**config.mk**
```make
export PLATFORM = sky130hd
export DESIGN_NAME = mult_div_unit
export DESIGN_NICKNAME = d
export VERILOG_FILES = /design/src/rtl/mult_div_unit.sv
export SDC_FILE = /design/constraint.sdc
export NUM_CORES = 1
export LEC_CHECK = 0
export BUFFER_PORTS_ARGS = -buffer_cell sky130_fd_sc_hd__clkbuf_2
export CAP_MARGIN = 20
export CORE_ASPECT_RATIO = 2
export CORE_MARGIN = 4
export CORE_UTILIZATION = 45
export CTS_CLUSTER_DIAMETER = 40
export DETAILED_ROUTE_END_ITERATION = 8
export PLACE_DENSITY = 0.62
export SKIP_LAST_GASP = 1
export SLEW_MARGIN = 20
export SYNTH_ARGS = -nofsm -noshare
export SYNTH_HDL_FRONTEND = slang
export SYNTH_SLANG_ARGS = --single-unit
export TNS_END_PERCENT = 100
```
**constraint.sdc**
```tcl
create_clock -name clk -period 4.65 [get_ports clk]
set_clock_uncertainty 0.05 [all_clocks]
set_input_delay 0.93 -clock clk [delete_from_list [all_inputs] [get_ports clk]]
set_output_delay 0.93 -clock clk [all_outputs]
set_load 0.02 [all_outputs]
```
**src/rtl/mult_div_unit.sv**
```systemverilog
// Multicycle signed multiply (shift-add) / divide (restoring) engine with Hi/Lo result registers.
// Optional MULT_DIV_FAST_ZERO_EN: zero-operand operations finish in one cycle instead of WIDTH.
module mult_div_unit #(
    parameter int WIDTH = 32
) (
    input  logic             clk,
    input  logic             rst,
    input  logic             start,
    input  logic             op,
    input  logic [WIDTH-1:0] a,
    input  logic [WIDTH-1:0] b,
    output logic             busy,
    output logic             done,
    output logic             div_zero,
    output logic [WIDTH-1:0] hi,
    output logic [WIDTH-1:0] lo
);
    localparam int CW = $clog2(WIDTH);

    typedef enum logic [1:0] {IDLE, MULT, DIV, DONE} state_t;

    state_t           state_reg, state_next;
    logic [CW-1:0]    cnt_reg;
    logic [WIDTH-1:0] upper_reg, lower_reg, bmag_reg, hi_reg, lo_reg;
    logic             neg_prod_reg, neg_rem_reg, div_zero_reg;

    logic [WIDTH-1:0] a_mag, b_mag;
    logic             a_zero, b_zero, fast_zero, last_iter;

    assign a_mag     = a[WIDTH-1] ? -a : a;
    assign b_mag     = b[WIDTH-1] ? -b : b;
    assign a_zero    = (a == '0);
    assign b_zero    = (b == '0);
    assign last_iter = (cnt_reg == CW'(WIDTH - 1));

`ifdef MULT_DIV_FAST_ZERO_EN
    assign fast_zero = (!op && (a_zero || b_zero)) || (op && a_zero && !b_zero);
`else
    assign fast_zero = 1'b0;
`endif

    always_ff @(posedge clk or negedge rst) begin
        if (!rst) state_reg <= IDLE;
        else      state_reg <= state_next;
    end

    always_comb begin
        state_next = state_reg;
        case (state_reg)
            IDLE: if (start) begin
                if ((op && b_zero) || fast_zero) state_next = DONE;
                else                             state_next = op ? DIV : MULT;
            end
            MULT, DIV: if (last_iter) state_next = DONE;
            DONE:      state_next = IDLE;
            default:   state_next = IDLE;
        endcase
    end

    // One iteration of either algorithm; upper holds the partial product high half or the remainder.
    logic [WIDTH:0]     mul_sum, div_shift;
    logic [WIDTH-1:0]   div_rem, upper_next, lower_next, hi_final, lo_final;
    logic [2*WIDTH-1:0] prod_mag, prod_signed;
    logic               div_ge;

    always_comb begin
        mul_sum     = {1'b0, upper_reg} + (lower_reg[0] ? {1'b0, bmag_reg} : '0);
        div_shift   = {upper_reg, lower_reg[WIDTH-1]};
        div_ge      = (div_shift >= {1'b0, bmag_reg});
        div_rem     = div_ge ? WIDTH'(div_shift - {1'b0, bmag_reg}) : div_shift[WIDTH-1:0];
        if (state_reg == MULT) begin
            upper_next = mul_sum[WIDTH:1];
            lower_next = {mul_sum[0], lower_reg[WIDTH-1:1]};
        end else begin
            upper_next = div_rem;
            lower_next = {lower_reg[WIDTH-2:0], div_ge};
        end
        prod_mag    = {upper_next, lower_next};
        prod_signed = neg_prod_reg ? -prod_mag : prod_mag;
        if (state_reg == MULT) begin
            hi_final = prod_signed[2*WIDTH-1:WIDTH];
            lo_final = prod_signed[WIDTH-1:0];
        end else begin
            hi_final = neg_rem_reg  ? -upper_next : upper_next;
            lo_final = neg_prod_reg ? -lower_next : lower_next;
        end
    end

    always_ff @(posedge clk or negedge rst) begin
        if (!rst) begin
            cnt_reg      <= '0;
            upper_reg    <= '0;
            lower_reg    <= '0;
            bmag_reg     <= '0;
            hi_reg       <= '0;
            lo_reg       <= '0;
            neg_prod_reg <= 1'b0;
            neg_rem_reg  <= 1'b0;
            div_zero_reg <= 1'b0;
        end else begin
            case (state_reg)
                IDLE: if (start) begin
                    upper_reg    <= '0;
                    lower_reg    <= a_mag;
                    bmag_reg     <= b_mag;
                    neg_prod_reg <= a[WIDTH-1] ^ b[WIDTH-1];
                    neg_rem_reg  <= a[WIDTH-1];
                    div_zero_reg <= op && b_zero;
                    cnt_reg      <= '0;
                    if (fast_zero) begin
                        hi_reg <= '0;
                        lo_reg <= '0;
                    end
                end
                MULT, DIV: begin
                    upper_reg <= upper_next;
                    lower_reg <= lower_next;
                    cnt_reg   <= cnt_reg + CW'(1);
                    if (last_iter) begin
                        hi_reg  <= hi_final;
                        lo_reg  <= lo_final;
                        cnt_reg <= '0;
                    end
                end
                default: ;
            endcase
        end
    end

    assign busy     = (state_reg == MULT) || (state_reg == DIV);
    assign done     = (state_reg == DONE);
    assign div_zero = div_zero_reg;
    assign hi       = hi_reg;
    assign lo       = lo_reg;
endmodule

```
# After elaboration in Yosys (flattened, before gate mapping)
# Index checks and enable logic that the tools add are counted.
dict set report totals {
  reg_bits 170
  in_bits 68
  out_inout_bits 67
  elab_cells 59
}
dict set report op_classes {
  n_addsub 8
  order_cmp 1
  eq_ne 6
  mux 23
  bitwise_logic 1
  reduce_logical 10
}
# op count
set ops {}
lappend ops {{32-bit two-way mux} 12}
lappend ops {{32-bit negator} 4}
lappend ops {{32-bit case mux with 2 select lines} 2}
lappend ops {{64-bit two-way mux} 1}
lappend ops {{64-bit negator} 1}
lappend ops {{32-bit by 32-bit adder with 33-bit output} 1}
lappend ops {{33-bit by 32-bit greater-or-equal comparator with 1-bit output} 1}
lappend ops {{32-bit logical NOT} 1}
lappend ops {{32-bit subtractor} 1}
lappend ops {{5-bit two-way mux} 2}
lappend ops {{5-bit case mux with 2 select lines} 1}
lappend ops {{2-bit two-way mux} 4}
lappend ops {{2-bit AND reduction} 4}
lappend ops {{2-bit case mux with 3 select lines} 1}
lappend ops {{5-bit by 1-bit adder with 5-bit output (second input constant)} 1}
lappend ops {{5-bit equality test (second input constant)} 1}
lappend ops {{2-bit equality test (second input constant)} 2}
lappend ops {{2-bit != test (second input constant)} 2}
lappend ops {{2-bit by 1-bit equality test with 1-bit output (second input constant)} 1}
lappend ops {{2-bit logical NOT} 1}
lappend ops {{2-bit nonzero test} 1}
lappend ops {{2-bit OR reduction} 1}
lappend ops {{1-bit logical AND} 1}
lappend ops {{1-bit logical OR} 1}
lappend ops {{1-bit XOR} 1}

# Longest topological paths before layout
# Gate-level depths: netlist of run 1.
dict set report depth {
  word_depth 6
  mapped_depth 22
  mapped_depth_nobuf 20
}

# Worst setup path after synthesis of run 1
# OpenSTA, ideal clock, no wires.
dict set report synth_path {
  path_type {flip-flop to flip-flop}
  from {register upper_reg[5]}
  to {register hi_reg[18] (netlist: hi[18])}
  t_arrival_ps 4308
  t_required_ps 4475
  path_slack_ps 167
  stages_incl_launch_ff 21
  path_cell_list {dfrtp_1 ha_1 buf_2 a21oi_2 o21ai_1 a211oi_2 a21o_1 buf_4 a31oi_1 inv_1 ha_1 o211ai_1 or3_1 or2_1 or3_1 nand2b_1 nand3_1 nor2b_1 a31oi_1 xnor2_1 mux2_2}
}
dict set report synth_via {
  elab_chain_len 6
  elab_cells_between_ends 11
  cone_classes {add/sub: 4; order compare: 1; mux: 6}
}
# element line
set synth_rtl {}
lappend synth_rtl {{start: declaration} 24} ;# logic [WIDTH-1:0] upper_reg, lower_reg, bmag_reg, hi_reg, lo_reg;
lappend synth_rtl {{start signal: assignment} 116} ;# upper_reg <= upper_next;
lappend synth_rtl {{32-bit subtractor or 33-bit by 32-bit greater-or-equal comparator with 1-bit output (tied branches)} {70, 69}}
lappend synth_rtl {{32-bit two-way mux} 70} ;# div_rem = div_ge ? WIDTH'(div_shift - {1'b0, bmag_reg}) : div_shift[WIDTH-1:0];
lappend synth_rtl {{32-bit two-way mux} 71} ;# if (state_reg == MULT) begin
lappend synth_rtl {{64-bit negator or 32-bit negator (tied branches)} {79, 84}}
lappend synth_rtl {{64-bit two-way mux or 32-bit two-way mux (tied branches)} {79, 84}}
lappend synth_rtl {{32-bit two-way mux *} 80} ;# if (state_reg == MULT) begin
lappend synth_rtl {{end signal: assignment} 120} ;# hi_reg <= hi_final;
lappend synth_rtl {{end: declaration} 24}
# Mark *: on every way between the ends. The rest lies on a longest branch, timed or not.
# A chain may end at the register's enable or synchronous reset.

# Worst setup path after layout of run 1
dict set report layout_path {
  from {register bmag_reg[30]}
  to {register hi_reg[25] (netlist: hi[25])}
}
dict set report layout_via {
  elab_chain_len 6
  elab_cells_between_ends 9
  cone_classes {add/sub: 2; order compare: 1; mux: 6}
}
# element line
set layout_rtl {}
lappend layout_rtl {{start: declaration} 24}
lappend layout_rtl {{start signal: assignment} 105} ;# bmag_reg <= b_mag;
lappend layout_rtl {{33-bit by 32-bit greater-or-equal comparator with 1-bit output *} 69} ;# div_ge = (div_shift >= {1'b0, bmag_reg});
lappend layout_rtl {{32-bit two-way mux} 70}
lappend layout_rtl {{32-bit two-way mux} 71}
lappend layout_rtl {{64-bit negator or 32-bit negator (tied branches)} {79, 84}}
lappend layout_rtl {{64-bit two-way mux or 32-bit two-way mux (tied branches)} {79, 84}}
lappend layout_rtl {{32-bit two-way mux *} 80}
# Marked as above.

==> impl_metrics.json, run 1 <==
{
  "status": "finished, violations left",
  "violations": "setup timing",
  "grt_pass1_wl_um": 100000,
  "drc": 0,
  "rsz0062_at_grt": "yes",
  "h-tree-depth": 4,
  "die_w_um": 138,
  "dieArea_um2": 36800,
  "cts_buffer_depth": 2,
  "r2r-start": "bmag_reg[30]$_DFFE_PN0P_",
  "ioPinCount": 135,
  "min_period_ns": 4.66,
  "path_max_fanout": 9,
  "grt_usage_pct": 37.1,
  "drive_gt1_share_pct": 24.0,
  "setup_ws_ns": -0.00776,
  "ant_nets": 0,
  "syn_nets": 2102,
  "cts_buffers": 17,
  "ys_ff_latch": 170,
  "place.gp.congestion": 1.01,
  "maxClockFrequency_mhz": 215,
  "max-slew-margin-rel_pct": 25.6,
  "layout.nets": 2421,
  "synth_seq_area_share_pct": 28.1,
  "rr_worst_depth": 17,
  "synth-edff-count": 0,
  "crit_end": "hi[25]$_DFFE_PN0P_",
  "cp_slowest_cell": "dfrtp_2",
  "viasPerCell": 6.12,
  "worst_ep_required_time_ns": 4.95,
  "antenna_found_initial": 4,
  "rr_endpoint": "hi[25]$_DFFE_PN0P_",
  "drv_cap": 0,
  "crit_start": "bmag_reg[30]$_DFFE_PN0P_",
  "hold_start": "div_zero$_DFFE_PN0P_",
  "syn_area_per_cell_um2": 7.72,
  "dr.pass1.iters": 5,
  "mostFrequentLayoutCells": "nand2_1 (288), buf_4 (263), o21ai_0 (222)",
  "grt_start_max_net_pins": 89,
  "final_common_cell": "nand2_1",
  "vias": 16700,
  "max_stage_delay_ns": 0.53,
  "cts_tree": "built",
  "synthCells": 1958,
  "synthDistinctLibCells": 91,
  "dr.first_iter.drc_count": 1168,
  "syn_to_final_growth_pct": 25.8,
  "path_common_cell": "buf_4",
  "io_buffers": 134,
  "clk_pin_slew_worst_paths_ns": 0.08,
  "fillCellCount": 3191,
  "clock_latency_ns": 0.47,
  "cts.root.buffer_cell": "clkbuf_16",
  "yosys_warnings": 0,
  "grt_pass1_vias": 16600,
  "start_kind": "flip-flop",
  "setup_viol": 1,
  "dieHeight_um": 267,
  "grt.overflow.total": 0,
  "worstMarginPinSlew_ns": 1.11,
  "wl_per_cell_um": 25.1,
  "std_cell_rows": 94,
  "path_cells": "inv_1 -> ha_1 -> buf_4 -> nand4b_1 -> nor3_1 -> a31oi_4 -> o211ai_2 -> nor2_4 -> buf_4 -> a311oi_2 -> o31a_1 -> buf_4 -> nand2_1 -> or4_4 -> nand2_1 -> a2111oi_2 -> o32a_1",
  "wirelength_um": 68300,
  "synth_top_flop_cell": "dfrtp_1",
  "synthesis.area_um2": 15100,
  "core_um2": 33000,
  "cp-end-kind": "flip-flop",
  "async_flop_share_pct": 100,
  "fin_crit_sh_pct": 100,
  "initial_core_util_pct": 45.8,
  "critPathKind": "flip-flop to flip-flop",
  "final-max-slew-violation-count": 0,
  "r2r_setup_slack_ns": -0.008,
  "clock_sinks": 170,
  "holdCritPathClass": "flip-flop to flip-flop",
  "place_hpwl_um": 54300,
  "arrival_ns": 4.96,
  "hold_viol_final": 0,
  "post_dp_cell_area_um2": 18000,
  "final_area_um2": 19000
}
Yosys cell counts (all sizes together), types with 13 or more instances:
library cell,count,area share [%]
clkbuf,73,1.8
a22o,15,0.87
nand2b,16,0.66
or4,17,0.87
a31oi,23,0.99
dfrtp,170,28
o211ai,23,1.2
or2,19,0.80
nand2,290,7.2
nor3,43,1.5
nand3,31,1.0
buf,35,1.2
o21a,13,0.65
and2,45,1.9
a21o,34,1.7
inv,71,1.8
xnor2,92,5.3
nand4,33,1.4
xor2,54,3.1
nor2,121,3.1
nor4,21,0.95
a21oi,126,4.2
a211oi,16,0.86
o21ai,244,8.1
and3,15,0.62
or3,26,1.2
o31ai,30,1.5
mux2i,37,2.4
ha,74,6.1
logic make-up (layout without fill, tap and decap cells):
kind of cell	Yosys count	after routing	synth area share, %
compound gates	633	633	26.6
other cells	0	1	0
mux	43	43	2.90
fa+ha+maj	76	76	6.39
flops	170	170	28.1
simple gates	710	710	22.7
xor+xnor	146	146	8.46
buf+inv	180	512	4.81
layer usage:
| layer | vias to the layer above | GRT usage, % | routed length (um) |
|---|---|---|---|
| met5 | - | 0 | 15 |
| met4 | 2 | 41.4 | 10100 |
| met3 | 344 | 7.42 | 3900 |
| met2 | 691 | 63.9 | 33400 |
| met1 | 7890 | 33.0 | 20900 |
| li1 | 7730 | - | - |
final cells by class:
class / count / area [um^2] / area share [%]
clock buffers: 18 / 429 / 2.26
flip-flops and latches: 170 / 4260 / 22.4
well taps: 432 / 541 / 2.84
repair buffers: 408 / 2850 / 15.0
inverters: 72 / 270 / 1.42
diodes: 1 / 2.50 / 0.0132
multi-input cells: 1608 / 10500 / 55.4
clock inverters: 14 / 129 / 0.677
worst min path at each step:
stage,to,slack (ns),depth (start not counted)
finish,div_zero$_DFFE_PN0P_,0.42,2
global route,div_zero$_DFFE_PN0P_,0.44,2
CTS,div_zero$_DFFE_PN0P_,0.42,2
detailed placement,div_zero$_DFFE_PN0P_,0.41,2
global placement,div_zero$_DFFE_PN0P_,0.40,2
floorplan,bmag_reg[10]$_DFFE_PN0P_,0.41,2
critical path, delay by kind of cell (launching register included):
family | cells | cell delay (ns)
compound gates | 6 | 1.52
fa+ha+maj | 1 | 0.30
buf+inv | 4 | 0.59
flops | 1 | 0.53
simple gates | 6 | 1.53
per-stage QoR:
stage	cells	setup TNS (ns)	setup slack, ns	util (%)	hold WS (ns)
floorplan	1958	0	0.167	-	0.413
global placement	2679	-1.66	-0.216	54.4	0.402
detailed placement	2679	-1.81	-0.227	54.4	0.406
CTS	2711	0	0.0239	56.1	0.422
global route	2722	-1.05	-0.162	57.6	0.443
finish	2723	-0.00776	-0.00776	57.6	0.417
what timing repair did:
item	4_1_cts	5_1_grt
setup endpoints to repair	20	28
buffers inserted	0	11
hold buffers	0	0
pin swaps	1	17
gates resized for setup	10	73
endpoints found under the hold margin	0	0
Power of run 1 is not shown: default switching activity piles up to over one toggle a cycle in this logic, so the estimate is an artifact.
==> inputs of run 2 (changes only) <==
- CTS_BUF_LIST: unset -> sky130_fd_sc_hd__clkbuf_4 sky130_fd_sc_hd__clkbuf_8 sky130_fd_sc_hd__clkbuf_16
- REMOVE_ABC_BUFFERS: unset -> 1
- SLEW_MARGIN: 20 -> unset
==> run 2 against run 1 <==
Net effect:
- the run now ends clean
- first-iteration DRC count down 8.0%
- die area unchanged
- fmax up 3.0%
- flip-flop and latch count unchanged
- count of clock-buffer cells in the layout down 1
- critical path type unchanged
==> impl_metrics.json, run 2 (same netlist as run 1, synthesis figures left out) <==
{
  "grt_usage_pct": 34.9,
  "syn_to_final_growth_pct": 27.4,
  "grt_start_max_net_pins": 84,
  "insertedDiodeCount": 0,
  "grt_pass1_vias": 17200,
  "dieHeight_um": 267,
  "mostFrequentLayoutCells": "buf_4 (309), nand2_1 (284), o21ai_0 (225)",
  "critPathKind": "flip-flop to flip-flop",
  "clock_sinks": 170,
  "core_um2": 33000,
  "place.gp.congestion": 1.09,
  "dieArea_um2": 36800,
  "viasPerCell": 6.02,
  "setup_viol": 0,
  "path_max_fanout": 3,
  "fin_crit_sh_pct": 97.3,
  "cts.root.buffer_cell": "clkbuf_16",
  "status": "finished clean",
  "dp_cells": 2726,
  "worstMarginPinSlew_ns": 1.16,
  "place_hpwl_um": 50500,
  "max-slew-margin-rel_pct": 22.8,
  "drc": 0,
  "vias": 16600,
  "wirelength_um": 63900,
  "final_common_cell": "buf_4",
  "fin_setup_tns_ns": 0,
  "holdCritPathClass": "input pin to async pin",
  "std_cell_rows": 94,
  "maxClockFrequency_mhz": 221,
  "drive_gt1_share_pct": 25.5,
  "grt.overflow.total": 0,
  "final-max-slew-violation-count": 0,
  "dr.first_iter.drc_count": 1075,
  "cts_tree": "built",
  "initial_core_util_pct": 45.8,
  "dr.pass1.iters": 7,
  "arrival_ns": 4.87,
  "wl_per_cell_um": 23.1,
  "clock_latency_ns": 0.47,
  "hold_viol_final": 0,
  "final_core_util_pct": 58.3,
  "die_w_um": 138,
  "ant_nets": 0,
  "rsz0062_at_grt": "yes",
  "cp-end-kind": "flip-flop",
  "min_period_ns": 4.52,
  "io_buffers": 134,
  "h-tree-depth": 4,
  "drv_cap": 0,
  "grt_pass1_wl_um": 96800,
  "ioPinCount": 135,
  "worst_ep_required_time_ns": 5.00,
  "antenna_found_initial": 0,
  "cts_buffer_depth": 2,
  "cts_buffers": 17,
  "clk_pin_slew_worst_paths_ns": 0.08,
  "start_kind": "flip-flop",
  "layout.nets": 2464,
  "instances_no_fill": 2765
}
## run 2: timing repair
item | in CTS | in global routing
buffers inserted | 0 | 7
setup endpoints to repair | 20 | 28
pin swaps | 1 | 17
resized for setup | 7 | 68
hold buffers | 0 | 0
## run 2: layer usage
layer,routed length (um),global-route usage [%],part of all wire [%]
met4,6950,31.9,11
met2,33000,62.4,52
met5,0,0,0
met3,2830,5.49,4.4
met1,21100,33.2,33
## run 2: path summary, 6_finish.rpt
path                       slack, ns                        end                 startpoint  cells past startpoint
max                             0.13          hi[0]$_DFFE_PN0P_  upper_reg[17]$_DFFE_PN0P_                     19
max in group asynchronous       3.20         lo[25]$_DFFE_PN0P_                        rst                      2
min                             0.35  upper_reg[14]$_DFFE_PN0P_                        rst                      1
max reg2reg                     0.13          hi[0]$_DFFE_PN0P_  upper_reg[17]$_DFFE_PN0P_                     19
min reg2reg                     0.42       div_zero$_DFFE_PN0P_       div_zero$_DFFE_PN0P_                      2
min in group clk                0.42       div_zero$_DFFE_PN0P_       div_zero$_DFFE_PN0P_                      2
## run 2: cell type report
type	count	area, um^2
fill	3167	13800
clock buffer	17	425
multi-input combinational	1608	10500
sequential	170	4260
clock inverter	15	171
tap	432	541
inverter	72	270
timing repair buffer	451	3130
## run 2: through the flow
step | cell area [um^2] | hold slack (ns) | worst slack (ns)
3_5_place_dp | 18300 | 0.405 | -0.217
4_1_cts | 18900 | 0.390 | -0.00727
5_1_grt | 19300 | 0.408 | -0.0568
2_1_floorplan | 14700 | 0.413 | -3.09
6_report | 19300 | 0.347 | 0.127
3_3_place_gp | 18300 | 0.402 | -0.140
## run 2: critical path: stages, from the launching register on
cell      delay [ns]
dfrtp_1         0.40
ha_1            0.32
a21oi_1         0.24
o21ai_1         0.19
a211oi_2        0.32
o211a_4         0.24
a31oi_1         0.09
buf_4           0.14
inv_1           0.07
ha_2            0.19
o211ai_1        0.12
or3_4           0.40
or2_1           0.23
or3_1           0.33
nand2b_4        0.17
buf_4           0.15
nand2_1         0.08
xnor2_1         0.06
a211oi_1        0.52
a21o_1          0.14
Power of run 2 is left out for the same reason.
==> inputs of run 3 (changes only) <==
--- a/config.mk
+++ b/config.mk
@@ -6,4 +6,5 @@
 export NUM_CORES = 1
 export LEC_CHECK = 0
+export ABC_AREA = 1
 export BUFFER_PORTS_ARGS = -buffer_cell sky130_fd_sc_hd__clkbuf_2
 export CAP_MARGIN = 20
==> constraint.sdc (replaced) <==
create_clock -name clk -period 4.65 [get_ports clk]
set_clock_uncertainty 0.05 [all_clocks]
set_input_delay 0.465 -clock clk [delete_from_list [all_inputs] [get_ports clk]]
set_output_delay 0.465 -clock clk [all_outputs]
set_load 0.02 [all_outputs]
==> run 3 against run 2 <==
Net effect:
- global-route usage fell by 0.094 points
- cell count grew 18%
- first-iteration DRC count shrank 4.4%
- area after synthesis up 8.3%
- register-to-register slack improved by 0.16 ns
- critical path depth increased by 1
- routed wire length is 8.0% higher
- critical path type unchanged
- highest routed layer is now met5
==> impl_metrics.json, run 3 <==
{
  "status": "finished clean",
  "ys_ff_latch": 170,
  "holdCritPathClass": "input pin to flip-flop",
  "synth_top_flop_cell": "dfrtp_1",
  "grt_start_max_net_pins": 99,
  "setup_viol": 0,
  "clock_sinks": 170,
  "antenna_found_initial": 1,
  "start_kind": "flip-flop",
  "io_buffers": 134,
  "die_w_um": 143,
  "place_hpwl_um": 56300,
  "wirelength_um": 69000,
  "synth_most_common_cell": "nand2_1",
  "final_core_util_pct": 51.5,
  "yosys.area.top_type": "dfrtp_1",
  "maxClockFrequency_mhz": 229,
  "dieHeight_um": 278,
  "place.gp.congestion": 0.989,
  "syn_area_per_cell_um2": 6.13,
  "synthesis.area_um2": 16400,
  "mostFrequentLayoutCells": "nand2_1 (819), inv_1 (385), nor2_1 (224)",
  "clk_pin_slew_worst_paths_ns": 0.08,
  "synth_area_leaders": "dfrtp_1 (26%), nand2_1 (19%), inv_1 (8.8%), nand3_1 (6.5%), o21ai_0 (6.1%)",
  "final_area_um2": 18500,
  "initial_core_util_pct": 45.7,
  "synth_seq_area_share_pct": 26.0,
  "final_common_cell": "nand2_1",
  "dr.pass1.iters": 6,
  "path_max_fanout": 6,
  "critPathKind": "flip-flop to flip-flop",
  "drv_cap": 0,
  "cp-end-kind": "flip-flop",
  "arrival_ns": 4.66,
  "viasPerCell": 5.50,
  "final-max-slew-violation-count": 0,
  "hold_viol_final": 0,
  "synthDistinctLibCells": 49,
  "grt.overflow.total": 0,
  "grt_pass1_wl_um": 104000,
  "insertedDiodeCount": 0,
  "fin_setup_tns_ns": 0,
  "vias": 18000,
  "cts.root.buffer_cell": "clkbuf_16",
  "async_flop_share_pct": 100,
  "worst_ep_required_time_ns": 4.95,
  "drc": 0,
  "rsz0062_at_grt": "no",
  "grt_pass1_vias": 18300,
  "synthCells": 2670,
  "synth-edff-count": 0,
  "drive_gt1_share_pct": 12.1,
  "syn_to_final_growth_pct": 12.7,
  "h-tree-depth": 4,
  "layout.nets": 2953,
  "ioPinCount": 135,
  "worstMarginPinSlew_ns": 0.984,
  "core_um2": 35800,
  "synth_top_area_share_pct": 26.0,
  "cts_buffer_depth": 2,
  "fin_crit_sh_pct": 93.8,
  "min_period_ns": 4.36,
  "dr.first_iter.drc_count": 1028,
  "synthTopCellsByCount": "nand2_1 (822), inv_1 (385), nor2_1 (225)",
  "wl_per_cell_um": 21.1,
  "grt_usage_pct": 34.8,
  "post_dp_cell_area_um2": 17800,
  "yosys_warnings": 0,
  "cts_buffers": 17,
  "max-slew-margin-rel_pct": 34.4,
  "ant_nets": 0,
  "dieArea_um2": 39700,
  "clock_latency_ns": 0.47,
  "cts_tree": "built",
  "std_cell_rows": 98
}
-- run 3: cell type report --
cell class                 count  area, um^2
fill                        3843       17400
multi-input combinational   2015       10300
sequential                   170        4260
inverter                     400        1500
timing repair buffer         205        1250
tap                          450         563
clock buffer                  18         433
clock inverter                14         170
-- run 3: cells by family (layout without fill, tap and decap cells) --
family          Yosys count  count (layout)  synth area share, %
xor+xnor                103             103                 5.51
compound gates          409             409                 13.7
simple gates           1427            1427                 37.2
flops                   170             170                 26.0
fa+ha+maj                76              76                 5.90
buf+inv                 485             637                 11.7
-- run 3: worst max-delay path, cell delays in order, from the launching register on --
cell and delay [ns]:
dfrtp_1 0.43, ha_1 0.42, nand2_1 0.15, nor2_1 0.54
nand2_1 0.55, nor3_1 0.27, nand2_1 0.29, nand3_1 0.18
nand3_1 0.14, nand3_1 0.13, nand2_1 0.13, nor2_1 0.18
nand2_1 0.09, nor2_1 0.09, nand2_1 0.08, nand2_1 0.06
nand3_1 0.17, nand2_1 0.11, nand2_1 0.05, nand3_1 0.07
nand2_1 0.06
-- run 3: what timing repair did --
item,in CTS,in global routing
hold endpoints to repair,35,0
resized for setup,0,11
setup buffers,0,1
hold buffers,1,0
setup endpoints to repair,0,6
-- run 3: worst paths after layout --
| kind | startpoint | end | slack, ns | cells past startpoint |
|---|---|---|---|---|
| setup / recovery | upper_reg[21]$_DFFE_PN0P_ | hi[31]$_DFFE_PN0P_ | 0.29 | 20 |
| hold / removal | op | div_zero$_DFFE_PN0P_ | 0.23 | 3 |
| setup reg to reg | upper_reg[21]$_DFFE_PN0P_ | hi[31]$_DFFE_PN0P_ | 0.29 | 20 |
| hold reg to reg | hi[31]$_DFFE_PN0P_ | hi[31]$_DFFE_PN0P_ | 0.44 | 2 |
| max in group asynchronous | rst | lower_reg[12]$_DFFE_PN0P_ | 3.02 | 3 |
| min in group asynchronous | rst | lo[26]$_DFFE_PN0P_ | 0.51 | 2 |
-- run 3: metal layers --
layer / up-vias / track usage, % / wire length [um]
met2: 576 / 64.8 / 36800
met4: 2 / 29.9 / 7350
met1: 8347 / 31.9 / 22100
li1: 8806 / - / -
met5: - / 0 / 13
met3: 255 / 4.88 / 2790
-- run 3: stage by stage --
stage                     hold slack [ns]  setup slack, ns  std cells
after floorplan                     0.119            -2.06       2585
after global placement              0.416            0.351       3238
after detailed placement            0.416            0.350       3238
after CTS                           0.218            0.309       3271
after global routing                0.236          0.00282       3272
final                               0.225            0.288       3272
Power of run 3 is left out for the same reason.
